File: src/rtl/vc_pack_pkg.sv
// Shared types and helpers for the FIFO pop packer: the packer FSM states
// and the bit offset of a lane within a packed word.
package vc_pack_pkg;

    typedef enum logic [0:0] {
        PACK_ACC   = 1'b0,
        PACK_FLUSH = 1'b1
    } pack_state_e;

    function automatic int lane_lsb(input int lane, input int data_width);
        return lane * data_width;
    endfunction

endpackage

File: src/rtl/pack_out_reg.sv
// Valid/ready holding register for the packed word: loads a new word,
// holds it under back-pressure and drops valid once it is accepted.
module pack_out_reg #(
    parameter int WIDTH     = 32,
    parameter int CNT_WIDTH = 3
) (
    input  logic                 clk,
    input  logic                 rst_n,
    input  logic                 i_load,
    input  logic [WIDTH-1:0]     i_data,
    input  logic [CNT_WIDTH-1:0] i_cnt,
    input  logic                 i_last,
    input  logic                 i_ready,
    output logic                 o_valid,
    output logic [WIDTH-1:0]     o_data,
    output logic [CNT_WIDTH-1:0] o_cnt,
    output logic                 o_last
);

    logic                 r_valid;
    logic [WIDTH-1:0]     r_data;
    logic [CNT_WIDTH-1:0] r_cnt;
    logic                 r_last;

    // Loads only happen when the slot is free, so a load wins over an accept.
    always_ff @(posedge clk) begin
        if (!rst_n) begin
            r_valid <= 1'b0;
            r_data  <= {WIDTH{1'b0}};
            r_cnt   <= {CNT_WIDTH{1'b0}};
            r_last  <= 1'b0;
        end else if (i_load) begin
            r_valid <= 1'b1;
            r_data  <= i_data;
            r_cnt   <= i_cnt;
            r_last  <= i_last;
        end else if (i_ready) begin
            r_valid <= 1'b0;
        end
    end

    assign o_valid = r_valid;
    assign o_data  = r_data;
    assign o_cnt   = r_cnt;
    assign o_last  = r_last;

endmodule

File: src/rtl/fifo_pop_packer.sv
// Pops narrow FIFO entries and packs PACK_NUM of them into one wide word;
// a flush emits the accumulated partial word with out_last set.
module fifo_pop_packer
    import vc_pack_pkg::*;
#(
    parameter  int DATA_WIDTH = 8,
    parameter  int PACK_NUM   = 4,
    localparam int CNT_WIDTH  = $clog2(PACK_NUM + 1)
) (
    input  logic                           clk,
    input  logic                           rst_n,
    input  logic                           fifo_empty,
    input  logic [DATA_WIDTH-1:0]          fifo_dout,
    output logic                           fifo_rd_ena,
    input  logic                           flush,
    output logic                           out_valid,
    input  logic                           out_ready,
    output logic [DATA_WIDTH*PACK_NUM-1:0] out_data,
    output logic [CNT_WIDTH-1:0]           out_cnt,
    output logic                           out_last,
    output logic                           busy
);

    localparam int ACC_W = (PACK_NUM - 1) * DATA_WIDTH;
    localparam int OUT_W = PACK_NUM * DATA_WIDTH;
    localparam logic [CNT_WIDTH-1:0] LAST_IDX = CNT_WIDTH'(PACK_NUM - 1);
    localparam logic [CNT_WIDTH-1:0] FULL_CNT = CNT_WIDTH'(PACK_NUM);

    pack_state_e          r_state;
    logic [ACC_W-1:0]     r_acc;
    logic [CNT_WIDTH-1:0] r_acc_cnt;

    logic                 w_slot_free;
    logic                 w_rd_ena;
    logic                 w_complete;
    logic                 w_flush_load;
    logic                 w_load;
    logic [OUT_W-1:0]     w_load_data;
    logic [CNT_WIDTH-1:0] w_load_cnt;
    logic                 w_load_last;

    // Pop decision and the word presented to the output register.
    always_comb begin
        w_slot_free  = !out_valid || out_ready;
        w_rd_ena     = rst_n && (r_state == PACK_ACC) && !flush && !fifo_empty &&
                       ((r_acc_cnt < LAST_IDX) || w_slot_free);
        w_complete   = w_rd_ena && (r_acc_cnt == LAST_IDX);
        w_flush_load = (r_state == PACK_FLUSH) && w_slot_free;
        w_load       = w_complete || w_flush_load;
        // Unfilled accumulator lanes are always zero, so a partial word needs no masking.
        if (w_complete) begin
            w_load_data = {fifo_dout, r_acc};
            w_load_cnt  = FULL_CNT;
            w_load_last = 1'b0;
        end else begin
            w_load_data = {{DATA_WIDTH{1'b0}}, r_acc};
            w_load_cnt  = r_acc_cnt;
            w_load_last = 1'b1;
        end
    end

    // Accumulator, lane counter and ACC/FLUSH state.
    always_ff @(posedge clk) begin
        if (!rst_n) begin
            r_state   <= PACK_ACC;
            r_acc     <= {ACC_W{1'b0}};
            r_acc_cnt <= {CNT_WIDTH{1'b0}};
        end else begin
            case (r_state)
                PACK_ACC: begin
                    if (w_complete) begin
                        r_acc     <= {ACC_W{1'b0}};
                        r_acc_cnt <= {CNT_WIDTH{1'b0}};
                    end else if (w_rd_ena) begin
                        for (int i = 0; i < PACK_NUM - 1; i++) begin
                            if (r_acc_cnt == CNT_WIDTH'(i)) begin
                                r_acc[lane_lsb(i, DATA_WIDTH) +: DATA_WIDTH] <= fifo_dout;
                            end
                        end
                        r_acc_cnt <= r_acc_cnt + CNT_WIDTH'(1);
                    end else if (flush && (r_acc_cnt != {CNT_WIDTH{1'b0}})) begin
                        r_state <= PACK_FLUSH;
                    end
                end
                PACK_FLUSH: begin
                    if (w_slot_free) begin
                        r_acc     <= {ACC_W{1'b0}};
                        r_acc_cnt <= {CNT_WIDTH{1'b0}};
                        r_state   <= PACK_ACC;
                    end
                end
                default: begin
                    r_state <= PACK_ACC;
                end
            endcase
        end
    end

    pack_out_reg #(
        .WIDTH     (OUT_W),
        .CNT_WIDTH (CNT_WIDTH)
    ) u_out_reg (
        .clk     (clk),
        .rst_n   (rst_n),
        .i_load  (w_load),
        .i_data  (w_load_data),
        .i_cnt   (w_load_cnt),
        .i_last  (w_load_last),
        .i_ready (out_ready),
        .o_valid (out_valid),
        .o_data  (out_data),
        .o_cnt   (out_cnt),
        .o_last  (out_last)
    );

    assign fifo_rd_ena = w_rd_ena;
    assign busy        = rst_n && ((r_acc_cnt != {CNT_WIDTH{1'b0}}) || out_valid ||
                                   (r_state == PACK_FLUSH));

endmodule

File: config.mk
export PLATFORM = sky130hd
export DESIGN_NAME = fifo_pop_packer
export DESIGN_NICKNAME = d
export VERILOG_FILES = /design/src/rtl/vc_pack_pkg.sv /design/src/rtl/pack_out_reg.sv /design/src/rtl/fifo_pop_packer.sv
export SDC_FILE = /design/constraint.sdc
export NUM_CORES = 1
export LEC_CHECK = 0
export ABC_CLOCK_PERIOD_IN_PS = 3310
export BUFFER_PORTS_ARGS = -buffer_cell sky130_fd_sc_hd__clkbuf_2
export CAP_MARGIN = 20
export CORE_UTILIZATION = 35
export CTS_CLUSTER_SIZE = 40
export DETAILED_ROUTE_END_ITERATION = 7
export PLACE_DENSITY = 0.54
export SLEW_MARGIN = 25
export SYNTH_ARGS = -nofsm -noshare
export SYNTH_HDL_FRONTEND = slang
export SYNTH_SLANG_ARGS = --single-unit
File: constraint.sdc
create_clock -name clk -period 3.31 [get_ports clk]
set_input_delay 0 -clock clk [delete_from_list [all_inputs] [get_ports clk]]
set_output_delay 0 -clock clk [all_outputs]
set_load 0.03 [all_outputs]
* After elaboration in Yosys (flattened, before gate mapping)
Index checks and enable logic that the tools add are counted.
Word-level totals: word-level logic and storage cells 64, bits of input ports 13, register bits 65, output and inout port bits 39
Operators by class: add/sub/neg operators 1, eq/ne operators 8, $lt $le $gt $ge 1, muxes and demuxes 21, bitwise operators 1, reductions and logical operators 23
Operator list (number):
- 24-bit two-way mux | 3
- 24-bit one-hot mux with 2 select lines | 1
- 32-bit two-way mux | 1
- 8-bit two-way mux | 3
- 3-bit two-way mux | 4
- 3-bit by 2-bit != test with 1-bit output (second input constant) | 3
- 3-bit AND reduction | 3
- 1-bit logical AND | 8
- 1-bit two-way mux | 7
- 3-bit by 2-bit equality test with 1-bit output (second input constant) | 2
- 3-bit one-hot mux with 2 select lines | 1
- 1-bit logical OR | 5
- 3-bit by 1-bit adder with 3-bit output (second input constant) | 1
- 3-bit by 1-bit equality test with 1-bit output (second input constant) | 1
- 1-bit logical NOT | 3
- 3-bit logical NOT | 1
- 3-bit by 2-bit < comparator with 1-bit output (second input constant) | 1
- 3-bit != test (second input constant) | 1
- 3-bit nonzero test | 1
- 2-bit by 1-bit != test with 1-bit output (second input constant) | 1
- 1-bit one-hot mux with 2 select lines | 1
- 2-bit AND reduction | 1
- 2-bit nonzero test | 1
- 1-bit NOT | 1

* Logic depth before layout (Yosys ltp)
depth after elaboration 8, mapped depth 6, gate-level depth less buffers 6

* Hierarchy
Synthesis repeated with hierarchy kept, for this count alone.
Second synthesis, totals: cell total of the unflattened synthesis 267, area total of the unflattened synthesis 2732.6 sq um
By module, submodules not included:
- pack_out_reg | instances 1, seq. area each 740.7 sq um, area each 1422.6 sq um, cells an instance 118
- fifo_pop_packer | instances 1, seq. area each 560.5 sq um, area each 1310.0 sq um, cells an instance 149

* Worst setup path after synthesis
OpenSTA, ideal clock, no wires.
kind flip-flop to flip-flop, from register u_out_reg.r_valid, in the netlist u_out_reg.o_valid, to register r_acc[10], period minus slack after synthesis 1815 ps, path slack 1495 ps, data arrival time 1746 ps, path buffers 2, stages on the path, launching flop included 7, cells stage by stage dfxtp_1 -> nand2b_1 -> clkbuf_1 -> o2111ai_2 -> nand2_1 -> buf_2 -> a21oi_1
Between the ends: longest elaborated chain between the ends 7
Ends and longest elaborated chain:
- start: declaration | RTL line pack_out_reg.sv:20 | logic r_valid;
- start signal: assignment | RTL line pack_out_reg.sv:28 | r_valid <= 1'b0;
- start signal: assignment | RTL line pack_out_reg.sv:33 | r_valid <= 1'b1;
- start signal: assignment | RTL line pack_out_reg.sv:38 | r_valid <= 1'b0;
- 1-bit logical NOT (*) | RTL line fifo_pop_packer.sv:44 | w_slot_free = !out_valid || out_ready;
- 1-bit logical OR (*) | RTL line fifo_pop_packer.sv:44
- 1-bit logical OR | RTL line fifo_pop_packer.sv:46 | ((r_acc_cnt < LAST_IDX) || w_slot_free);
- 1-bit logical AND | RTL line fifo_pop_packer.sv:45 | w_rd_ena = rst_n && (r_state == PACK_ACC) && !flush && !fifo_empty &&
- 1-bit logical AND | RTL line fifo_pop_packer.sv:47 | w_complete = w_rd_ena && (r_acc_cnt == LAST_IDX);
- 3-bit by 2-bit != test with 1-bit output (no line) (tied with other cells)
- 3-bit AND reduction (no line) / 24-bit one-hot mux with 2 select lines (equally long branches)
- end signal: assignment | RTL line fifo_pop_packer.sv:66 | r_acc <= {ACC_W{1'b0}};
- end signal: assignment | RTL line fifo_pop_packer.sv:72 | r_acc <= {ACC_W{1'b0}};
- end signal: indexed assignment | RTL line fifo_pop_packer.sv:77 | r_acc[lane_lsb(i, DATA_WIDTH) +: DATA_WIDTH] <= fifo_dout;
- end: declaration | RTL line fifo_pop_packer.sv:30 | logic [ACC_W-1:0] r_acc;
Every way passes the cells marked *; elsewhere a longest branch is shown, timed or not. A chain may end at the register's enable or synchronous reset.

* Final worst setup path
from register r_state, to register u_out_reg.r_data[23], in the netlist u_out_reg.o_data[23]
Between the ends: longest elaborated chain between the ends 7
Ends and longest elaborated chain:
- start: declaration | RTL line fifo_pop_packer.sv:29 | pack_state_e r_state;
- start signal: assignment | RTL line fifo_pop_packer.sv:65 | r_state <= PACK_ACC;
- start signal: assignment | RTL line fifo_pop_packer.sv:82 | r_state <= PACK_FLUSH;
- start signal: assignment | RTL line fifo_pop_packer.sv:89 | r_state <= PACK_ACC;
- 1-bit NOT
- 1-bit logical AND (4 in a row) | RTL line fifo_pop_packer.sv:45
- 1-bit logical AND | RTL line fifo_pop_packer.sv:47
- 1-bit logical OR (*) | RTL line fifo_pop_packer.sv:49 | w_load = w_complete || w_flush_load;
- end signal: assignment | RTL line pack_out_reg.sv:29 | r_data <= {WIDTH{1'b0}};
- end signal: assignment | RTL line pack_out_reg.sv:34 | r_data <= i_data;
- end: declaration | RTL line pack_out_reg.sv:21 | logic [WIDTH-1:0] r_data;
Marked as above.

==> results.toml <==
[drt]
maxUsedRoutingLayer = "met4"
routed-wl-met3_um = 261
drt_first_pass_iters = 6
vias = 2201
routed_length_per_instance_um = 13.99
drt_iter0_drc = 86
drc = 0
wl_um = 6295
post_drt_via_cell_ratio = 4.891
routed-wl-met2_um = 2721
antenna_left = 0
routedLengthMet1_um = 3233

[floorplan]
die_area_mm2 = 0.007869
ioPinCount = 52
core_area_mm2 = 0.007253
die-width_um = 88.71
rows = 31
start_util = 0.3628
die_height_um = 88.71

[power]
switching_share_of_total_power = 0.2118
power.switching_mw = 0.4004
sequentialPowerShare = 0.425
irDropWorstVdd_v = 0.0001961
clkPwrFrac = 0.515
pwr-share-comb = 0.059
powerDensity_mw_per_mm2 = 561.0
internal_mw = 1.490
static-leakage-power_nw = 1.420

[critical_path]
path_max_fanout = 15
crit_required_ps = 3580
worstPathArrival_ps = 2560
critPathMaxStageDelay_ps = 750
setup.worst_path.end_class = "register"
criticalPathCategory = "register to register"
critical_path.startpoint_type = "register"
critical_path.cell_chain = "nor4b_2 > o2111a_1 > a21oi_4 > buf_12 > mux2i_1"
critical_path.slowest_cell = "sky130_fd_sc_hd__dfxtp_1"

[sta]
finalWorstPathRequiredPeriod_ps = 2291
final-hold-violation-count = 0
maxSlewHeadroom = 0.5611
setup_viol = 0
grt_setup_unrepaired = "false"
final.setup.tns_ps = 0
fmaxAchievable_mhz = 436.4
worst-slew-pin-transition_ps = 657.5
worst_clock_skew_ps = 6.001
drv_slew = 0
fin_crit_sh = 0.6923

[synth]
synthCells = 287
number_of_distinct_library_cell_variants_in_the_gate_level_netlist_after_synthesis = 37
synth_ff_type = "sky130_fd_sc_hd__dfxtp_1"
mappedNetlistArea_mm2 = 0.002631
yosys_warnings = 0
synth.yosys.seq_area_share = 0.4945
synth.ff_latch_count = 65
syn_nets = 304
mean_instance_size_in_the_synthesized_netlist_um2 = 9.168
postSynth.asyncResetShare = 0
post_synth_edffs = 0

[cts]
tritoncts_clock_tree = "built"
numCtsBuffers = 9
clk_transition_reported_paths_ps = 70
cts_root_buf = "sky130_fd_sc_hd__clkbuf_8"
clock_tree.buffer_depth = 2
clk-insertion-delay-late_ps = 340
level_count_of_the_clock_h_tree = 3
clock_sinks = 65
cts-resized-gates = 0

[placed_design]
port_buffers = 51
global_placer_s_final_weighted_congestion = 0.7929
detailedPlacementHpwl_um = 4340

[layout]
antennaDiodeCount = 0
finalNetCount = 363
final_layout_size_suffix_gt1_frac = 0.2279
fin_util = 0.4646
area_delta_synth_final_pct = 28.06
fillcell_total = 745

[grt]
number_of_global_route_vias_before_repair = 2019
antenna_found_initial = 0
wire_length_of_the_first_global_routing_pass_um = 10070
grt-ovfl-total = 0
overall_track_demand_over_capacity_in_global_routing = 0.1726
grt_max_degree = 36

[hold_path]
worstHoldPathType = "input port to register"

[run]
cap_violations = 0

[run_status]
run_status = "completed"
==> state kept, by name (all words and copies together) (netlist names) <==
| name | cells |
|---|---|
| u_out_reg.o_last | 1 |
| r_state | 1 |
| r_acc | 24 |
| u_out_reg.o_valid | 1 |
| u_out_reg.o_cnt | 3 |
| r_acc_cnt | 3 |
| u_out_reg.o_data | 32 |
==> per-layer routing <==
layer	track usage	vias to the layer above
li1	-	1118
met1	0.2354	1032
met2	0.2531	44
met3	0.05784	7
met4	0.06158	0
met5	0	-
==> power groups by stage <==
stage	Combinational, mW	Sequential, mW	Clock, mW
after floorplan	0.0669	0.822	0
after global placement	0.105	0.822	0
after detailed placement	0.105	0.822	0
after CTS	0.113	0.804	0.992
after global routing	0.121	0.805	1.04
final	0.112	0.804	0.974
==> synth_stat cells, drive strengths merged (2+ instances only) <==
cell     number  share of area
o21ai        18          0.034
a2bb2oi       2         0.0067
a21boi       10          0.029
a22o          8          0.027
nor2          3         0.0043
nand3         9          0.017
a21oi        19          0.038
nand2        81           0.12
a211oi        2         0.0076
inv           4         0.0057
mux2i        24          0.091
nand2b        3         0.0071
ha            4          0.019
a2111oi       2          0.021
o22ai         2         0.0048
buf           4         0.0076
clkbuf       11          0.016
dfxtp        65           0.49
==> critical path: cells and delay by family, from the launching register on <==
family	cells	cell delay (ps)
AO/OA/AOI/OAI	2	840
buffers and inverters	1	230
flip-flops	1	750
multiplexers	1	210
AND/OR/NAND/NOR	1	170
==> metrics by stage <==
stage                     instances  setup WS [ps]  total power [mW]  area [µm²]  hold slack (ps)
after floorplan                 287           1495            0.8886        2631            132.9
after global placement          426           1105            0.9272        2999            302.1
after global routing            450          884.0             1.966        3369            58.97
final                           450           1019             1.890        3369            26.52
after detailed placement        426           1017            0.9270        2999            301.5
after CTS                       450          996.0             1.909        3369            3.223
==> worst paths after layout <==
kind	from	cells after the start	slack (ps)	end
worst max register to register	r_state	5	1020	u_out_reg.o_data[23]
worst max-delay path	r_state	5	1020	u_out_reg.o_data[23]
worst min-delay path	flush	3	30	r_state
worst min register to register	u_out_reg.o_data[5]	2	460	u_out_reg.o_data[5]
==> logic make-up (layout without fill, tap and decap cells) <==
family / Yosys count / count (layout) / share of synthesized area
AND/OR/NAND/NOR: 103 / 103 / 0.1679
flip-flops: 65 / 65 / 0.4945
buffers and inverters: 19 / 83 / 0.02900
AO/OA/AOI/OAI: 72 / 72 / 0.1983
adder cells (fa/ha/maj): 4 / 4 / 0.01902
multiplexers: 24 / 24 / 0.09130
==> cell usage in the layout, fill, tap and decap left out, types with 2 or more instances in the layout <==
cell type,netlist,layout
sky130_fd_sc_hd__a21oi_1,18,18
sky130_fd_sc_hd__nand3_1,9,9
sky130_fd_sc_hd__o22ai_1,2,2
sky130_fd_sc_hd__o21ai_0,17,17
sky130_fd_sc_hd__clkbuf_2,0,51
sky130_fd_sc_hd__buf_4,0,3
sky130_fd_sc_hd__bufinv_16,0,5
sky130_fd_sc_hd__inv_1,4,4
sky130_fd_sc_hd__mux2i_1,24,24
sky130_fd_sc_hd__nand2_1,81,81
sky130_fd_sc_hd__nand2b_1,3,3
sky130_fd_sc_hd__ha_1,4,4
sky130_fd_sc_hd__dlygate4sd3_1,0,8
sky130_fd_sc_hd__a2bb2oi_1,2,2
sky130_fd_sc_hd__a22o_1,8,8
sky130_fd_sc_hd__a21boi_0,10,10
sky130_fd_sc_hd__dfxtp_1,65,65
sky130_fd_sc_hd__nor2_1,3,3
sky130_fd_sc_hd__clkbuf_8,0,9
sky130_fd_sc_hd__a2111oi_4,2,2
==> area by class of cell <==
type                            count  area, µm²  area share
Tap cell                           99      123.9     0.03676
Clock buffer                        9      123.9     0.03676
Sequential cell                    65       1301      0.3862
Clock inverter                      7      166.4     0.04939
Multi-Input combinational cell    203       1261      0.3743
Timing Repair Buffer               63      377.9      0.1121
Inverter                            4      15.01    0.004456
==> what timing repair did <==
item | CTS | global route
buffers inserted | 0 | 0
hold buffers | 8 | 0
endpoints found under the hold margin | 32 | 0
(Power assumes the default switching activity.)
